==> src/rtl/cpu_sequencer.sv <==
// Eight-phase instruction sequencer and control decoder for the 8-bit accumulator CPU.
// Only the phase counter and the sticky halt flag are state; every strobe decodes from them.
module cpu_sequencer (
  input  logic       clk,
  input  logic       rst,
  input  logic       en,
  input  logic [2:0] opcode,
  input  logic       zero,
  output logic [2:0] phase,
  output logic       halted,
  output logic       sel,
  output logic       rd,
  output logic       wr,
  output logic       ld_ir,
  output logic       inc_pc,
  output logic       ld_pc,
  output logic       ld_ac,
  output logic       data_e,
  output logic       halt
);

  typedef enum logic [2:0] {
    INST_ADDR  = 3'd0,
    INST_FETCH = 3'd1,
    INST_LOAD  = 3'd2,
    IDLE       = 3'd3,
    OP_ADDR    = 3'd4,
    OP_FETCH   = 3'd5,
    ALU_OP     = 3'd6,
    STORE      = 3'd7
  } phase_t;

  localparam logic [2:0] OP_HLT = 3'd0;
  localparam logic [2:0] OP_SKZ = 3'd1;
  localparam logic [2:0] OP_ADD = 3'd2;
  localparam logic [2:0] OP_AND = 3'd3;
  localparam logic [2:0] OP_XOR = 3'd4;
  localparam logic [2:0] OP_LDA = 3'd5;
  localparam logic [2:0] OP_STO = 3'd6;
  localparam logic [2:0] OP_JMP = 3'd7;

  phase_t phase_reg;
  logic   halted_reg;
  logic   is_aluop;
  logic   halt_now;

  // The halting edge does not advance the phase, so a halted core sits at OP_ADDR.
  always_ff @(posedge clk) begin
    if (rst) begin
      phase_reg  <= INST_ADDR;
      halted_reg <= 1'b0;
    end else if (en && !halted_reg) begin
      if (phase_reg == OP_ADDR && opcode == OP_HLT) begin
        halted_reg <= 1'b1;
      end else begin
        phase_reg <= phase_t'(phase_reg + 3'd1);
      end
    end
  end

  assign is_aluop = (opcode == OP_ADD) || (opcode == OP_AND) ||
                    (opcode == OP_XOR) || (opcode == OP_LDA);
  assign halt_now = halted_reg || (phase_reg == OP_ADDR && opcode == OP_HLT);

  always_comb begin
    sel    = 1'b0;
    rd     = 1'b0;
    wr     = 1'b0;
    ld_ir  = 1'b0;
    inc_pc = 1'b0;
    ld_pc  = 1'b0;
    ld_ac  = 1'b0;
    data_e = 1'b0;
    halt   = 1'b0;
    if (halt_now) begin
      halt = 1'b1;
    end else begin
      case (phase_reg)
        INST_ADDR: begin
          sel = 1'b1;
        end
        INST_FETCH: begin
          sel = 1'b1;
          rd  = 1'b1;
        end
        INST_LOAD, IDLE: begin
          sel   = 1'b1;
          rd    = 1'b1;
          ld_ir = 1'b1;
        end
        OP_ADDR: begin
          inc_pc = 1'b1;
        end
        OP_FETCH: begin
          rd = is_aluop;
        end
        ALU_OP: begin
          rd     = is_aluop;
          inc_pc = (opcode == OP_SKZ) && zero;
          ld_pc  = (opcode == OP_JMP);
          data_e = (opcode == OP_STO);
        end
        STORE: begin
          rd     = is_aluop;
          ld_ac  = is_aluop;
          ld_pc  = (opcode == OP_JMP);
          data_e = (opcode == OP_STO);
          wr     = (opcode == OP_STO);
        end
        default: begin
          sel = 1'b1;
        end
      endcase
    end
  end

  assign phase  = phase_reg;
  assign halted = halted_reg;

endmodule

==> config.mk <==
export PLATFORM = sky130hd
export DESIGN_NAME = cpu_sequencer
export DESIGN_NICKNAME = d
export VERILOG_FILES = /design/src/rtl/cpu_sequencer.sv
export SDC_FILE = /design/constraint.sdc
export NUM_CORES = 1
export LEC_CHECK = 0
export ABC_AREA = 1
export ABC_CLOCK_PERIOD_IN_PS = 1550
export CAP_MARGIN = 20
export CORE_AREA = 2 2 39 41
export DETAILED_ROUTE_END_ITERATION = 8
export DIE_AREA = 0 0 41 43
export PLACE_DENSITY = 0.62
export SYNTH_ARGS = -nofsm -noshare
export SYNTH_HDL_FRONTEND = slang
export SYNTH_SLANG_ARGS = --single-unit
==> constraint.sdc <==
create_clock -name clk -period 1.55 [get_ports clk]
set_input_delay 0.155 -clock clk [delete_from_list [all_inputs] [get_ports clk]]
set_output_delay 0.155 -clock clk [all_outputs]
set_load 0.01 [all_outputs]
==> results of run 1 <==
[critical path, stage by stage (launching register included)]
cell and delay [ps]:
dfxtp_4 360, ha_4 160, ha_1 200, a21oi_1 220
nor3_1 90, buf_2 140
[final timing paths]
check / slack (ps) / depth (start not counted) / to / startpoint
hold reg to reg: 590 / 2 / halted$_SDFFE_PP0P_ / halted$_SDFFE_PP0P_
hold / removal: 570 / 4 / phase[2]$_SDFFE_PP0P_ / rst
setup reg to reg: 70 / 10 / phase[1]$_SDFFE_PP0P_ / phase[1]$_SDFFE_PP0P_
setup / recovery: -20 / 5 / ld_pc / phase[0]$_SDFFE_PP0P_
[kinds of logic after synthesis]
kind of cell | count (synthesis) | share of synthesized area (%)
and+or+nand+nor | 35 | 36.9
buffers and inverters | 13 | 11.9
AOI/OAI and AO/OA | 11 | 13.4
adders and majority gates | 6 | 18.3
DFF | 4 | 19.5
[placed cells by master, fill, tap and decap left out, types with 3 or more instances in the layout]
cell type         n
buf_4            15
inv_1            10
nor2_1           10
clkdlybuf4s50_1  10
nand2_1           8
buf_2             8
a21oi_1           7
nand3_1           5
nand2_2           4
ha_1              3
ha_4              3
clkbuf_4          3
[repair_timing]
action                     4_1_cts  5_1_grt
gates resized for setup         46       17
setup buffers                    3        1
setup endpoints to repair        9       10
pin swaps                        3        6
[synth_stat cells]
| master | number |
|---|---|
| ha_1 | 6 |
| nand2_2 | 2 |
| nand4_1 | 1 |
| dfxtp_1 | 4 |
| inv_1 | 13 |
| o21ai_0 | 2 |
| nor3_1 | 3 |
| a21oi_1 | 9 |
| nand3_1 | 5 |
| nor2_2 | 1 |
| nor2_1 | 11 |
| nand2_1 | 12 |
[layer usage]
metal	vias up	global-route usage (%)
li1	295	-
met4	0	10.0
met5	-	0
met2	20	26.9
met3	2	1.57
met1	222	14.1
[stage by stage]
step	setup TNS, ps	hold slack, ps	instances	area (um^2)	power (mW)
after detailed placement	-2390	554	116	711	0.307
after global routing	-462	602	123	818	0.503
after global placement	-2380	546	116	711	0.307
final	-47.0	574	123	818	0.466
after CTS	-82.9	569	122	758	0.449
after floorplan	-13.5	303	69	410	0.197
[area by class of cell]
cell class                 count  area [um^2]  area share (%)
sequential                     4         88.8            10.9
inverter                      13         51.3            6.27
multi-input combinational     52          367            44.8
tap                           16         20.0            2.45
clock buffer                   3         22.5            2.75
timing repair buffer          35          269            32.9
[power by group]
part           internal [mW]  switching [mW]
Sequential             0.111          0.0104
Combinational          0.117          0.0991
Clock                 0.0866          0.0425
==> results.toml, run 1 <==
[timing]
slew_headroom_pct = 76.9
worst_slew_pin_slew_ps = 346
fin_skew_ps = 8.00
fmax_mhz = 636
period_minus_slack_ps = 1570
setup_viol = 4
fin_crit_sh_pct = 101
finalMaxSlewViolations = 0
rsz0062_at_grt = "yes"
setup_slack_ps = -21.2
hold_viol = 0

[drt]
dr_total_vias = 539
remaining_drc_errors = 0
avgRoutedWirePerCell_um = 9.96
wl_met2_um = 621
final_antenna_net_count = 0
drtPass1Iterations = 4
drt_iter0_drc = 8
wl_um = 1230
top_layer = "met4"
routed-wl-met3_um = 89
m1WireLength_um = 500
avgViaCountPerCell = 4.38

[grt]
grt_max_degree = 9
gr-total-overflow = 0
grt_pass1_vias = 487
grt_pass1_wl_um = 1800
grt_use_total_pct = 14.9
antenna_found_initial = 0

[worst_setup_path]
worstPathRequired_ps = 1390
cp.arrival_ps = 1420
cp-start-kind = "register"
critPathKind = "register to primary output"
path_max_fanout = 4
worstSetupEndpointType = "primary output"

[clocking]
root_buffer = "clkbuf_4"
ctsLongestPathBuffers = 2
cts-htree-levels = 1
cts_made_buffers = 3
tritoncts = "yes"
hold_buffers = 0
cts.clk_slew.worst_paths_ps = 40
clock-sinks = 4
clk_latency_ps = 240

[floorplan]
die_area_um2 = 1760
fp-row-count = 14
core_um2 = 1380
io_pins = 20
die_x_um = 41
die_height_um = 43
initial_utilization_pct = 29.7

[final_layout]
nets = 122
fin_util_pct = 59.1
fill_cells = 147
drive_above_1_share_pct = 45.8
diodes = 0
largest_reg_flops = 3
area_growth_syn_to_layout_pct = 99.4

[logic_synthesis]
synth_fp_nets = 82
synth_top_cell_area_share_pct = 19.5
netlist_area_um2 = 410
yosysWarnings = 0
yosys-top-cells-area = "dfxtp_1 (20%), ha_1 (18%), inv_1 (12%)"
synth_top_area_cell = "dfxtp_1"
syn_inst = 69
ys_types = 12
synth_seq_cells = 4
avgSynthCellArea_um2 = 5.95
ys_seq_area_share_pct = 19.5

[power]
peakVddDrop_v = 0.000355
power_density_nw_per_um2 = 570
cellLeakagePower_nw = 0.412

[worst_hold_path]
holdCritPathClass = "input pin to register"

[place]
pre_cts_ws_ps = -310
io_buffers = 19
dp_hpwl_um = 885
gp_congestion = 0.677

[job]
max-cap-violations = 0

[outcome]
violations = "negative setup slack"
status = "finished with violations"
Power figures use the tool's default switching activity.
==> run 2: changes to the inputs <==
--- a/config.mk
+++ b/config.mk
@@ -12,6 +12,7 @@
 export DETAILED_ROUTE_END_ITERATION = 8
 export DIE_AREA = 0 0 41 43
 export PLACE_DENSITY = 0.62
+export RECOVER_POWER = 100
 export SYNTH_ARGS = -nofsm -noshare
 export SYNTH_HDL_FRONTEND = slang
 export SYNTH_SLANG_ARGS = --single-unit
==> run 2 against run 1 <==
Effect of this change:
- the flow still finishes with violations (negative setup slack)
- design area stayed put
- non-clock buffer count unchanged
- sequential share of layout area is the same
- core utilization stayed put
- sequential power hardly changed
- clock skew stayed put
- global-route usage unchanged
- first-iteration DRC count is the same
- cell count did not move
- critical path depth unchanged
- setup slack stayed put
- power fell by 0.23%
- critical path type unchanged
- highest routed layer unchanged
==> results.toml, run 2 (synthesized netlist as in run 1, its figures left out) <==
[drt]
wl_um = 1220
drt_iter0_drc = 8
avgViaCountPerCell = 4.38
final_antenna_net_count = 0
dr_total_vias = 539
drtPass1Iterations = 4
remaining_drc_errors = 0
avgRoutedWirePerCell_um = 9.94

[clocking]
cts_made_buffers = 3
clock-sinks = 4
ctsLongestPathBuffers = 2
root_buffer = "clkbuf_4"
cts-htree-levels = 1
clk_latency_ps = 240
hold_buffers = 0
cts.clk_slew.worst_paths_ps = 40
tritoncts = "yes"

[worst_setup_path]
max_stage_delay_ps = 360
worstSetupEndpointType = "primary output"
worstPathRequired_ps = 1390
reg2reg_from = "phase[1]$_SDFFE_PP0P_"
path_max_fanout = 4
rrSetupSlack_ps = 70
crit_chain = "ha_4, ha_1, a21oi_1, nor3_1, buf_2"
cp_top_family = "flip-flops"
path_depth = 5
crit_path_start = "phase[0]$_SDFFE_PP0P_"
worst-path-buf-inv = 1
endpoint = "ld_pc"
rr_endpoint = "phase[1]$_SDFFE_PP0P_"
ff2ff_path_depth = 10
cp-start-kind = "register"
critPathKind = "register to primary output"
cp.arrival_ps = 1420
cp_slowest_cell = "dfxtp_4"

[grt]
gr-total-overflow = 0
antenna_found_initial = 0
grt_use_total_pct = 14.9
grt_pass1_wl_um = 1800
grt_max_degree = 9
grt_pass1_vias = 487

[floorplan]
die_height_um = 43
die_x_um = 41
initial_utilization_pct = 29.7
core_um2 = 1380
fp-row-count = 14
die_area_um2 = 1760
io_pins = 20

[final_layout]
instances_no_fill = 123
nets = 122
final_cell_mix = "buf_4 (15), inv_1 (10), nor2_1 (10)"
drive_above_1_share_pct = 45.8
area_growth_syn_to_layout_pct = 99.4
diodes = 0
fill_cells = 147
stdcell_area_um2 = 818
largest_reg_flops = 3
final_common_cell = "buf_4"

[timing]
finalMaxSlewViolations = 0
hold_ws_ps = 574
tns_ps = -47.0
fmax_mhz = 636
fin_crit_sh_pct = 101
setup_viol = 4
setup_slack_ps = -21.2
hold_viol = 0
slew_headroom_pct = 76.9
worst_slew_pin_slew_ps = 346
rsz0062_at_grt = "yes"
fin_skew_ps = 8.00
period_minus_slack_ps = 1570

[place]
dpl.cell_count = 116
io_buffers = 19
gp_congestion = 0.677
dp_hpwl_um = 885
placed_area_um2 = 711

[worst_hold_path]
holdCritPathClass = "input pin to register"
hp-start = "rst"

[power]
peakVddDrop_v = 0.000355
cellLeakagePower_nw = 0.417
power_density_nw_per_um2 = 569

[outcome]
status = "finished with violations"
violations = "negative setup slack"

[job]
max-cap-violations = 0
run 2: cell count changes in the layout (fill, tap and decap cells not counted), sizes merged:
cell / change
clkdlybuf4s50: -2
dlygate4sd3: +2
run 2: area by class of cell:
type | count | area [um^2] | share of cell area [%]
multi-input cells | 52 | 367 | 44.8
repair buffers | 35 | 269 | 32.9
flip-flops and latches | 4 | 88.8 | 10.9
inverters | 13 | 51.3 | 6.27
clock buffers | 3 | 22.5 | 2.75
well taps | 16 | 20.0 | 2.45
run 2: where the power goes:
| group | internal, mW | total [mW] | switching, mW |
|---|---|---|---|
| combinational | 0.116 | 0.215 | 0.0990 |
| clock | 0.0866 | 0.129 | 0.0425 |
| sequential | 0.111 | 0.122 | 0.0104 |
run 2: worst min-delay path by stage:
stage	endpoint	slack [ps]	cells after the start
global placement	halted$_SDFFE_PP0P_	550	2
global route	phase[2]$_SDFFE_PP0P_	600	4
floorplan	phase[2]$_SDFFE_PP0P_	300	3
finish	phase[2]$_SDFFE_PP0P_	570	4
detailed placement	halted$_SDFFE_PP0P_	550	2
CTS	phase[2]$_SDFFE_PP0P_	570	4
run 2: worst min-delay path, cell delays in order:
cell and delay, ps:
clkdlybuf4s50_1 490, nor2_1 50, nand2_1 50, inv_1 30
run 2: timing repair:
item                                   in CTS  in global routing
pin swaps                                   3                  6
buffers inserted                            3                  1
endpoints found under the hold margin       0                  0
setup endpoints to repair                   9                 10
resized for setup                          46                 17
run 2: stage by stage:
| step | util (%) | worst slack, ps | total power [mW] |
|---|---|---|---|
| 5_1_grt | 59.1 | -90.3 | 0.502 |
| 4_1_cts | 54.8 | -26.6 | 0.449 |
| 6_report | 59.1 | -21.2 | 0.465 |
| 3_3_place_gp | 51.4 | -314 | 0.307 |
| 3_5_place_dp | 51.4 | -310 | 0.307 |
| 2_1_floorplan | - | -6.76 | 0.197 |
run 2: per-layer routing:
metal / global-route usage (%) / routed length (um) / vias up
met4: 10.0 / 14 / 0
met3: 1.57 / 89 / 2
met5: 0 / 0 / -
met2: 26.9 / 621 / 20
met1: 14.1 / 499 / 222
li1: - / - / 295
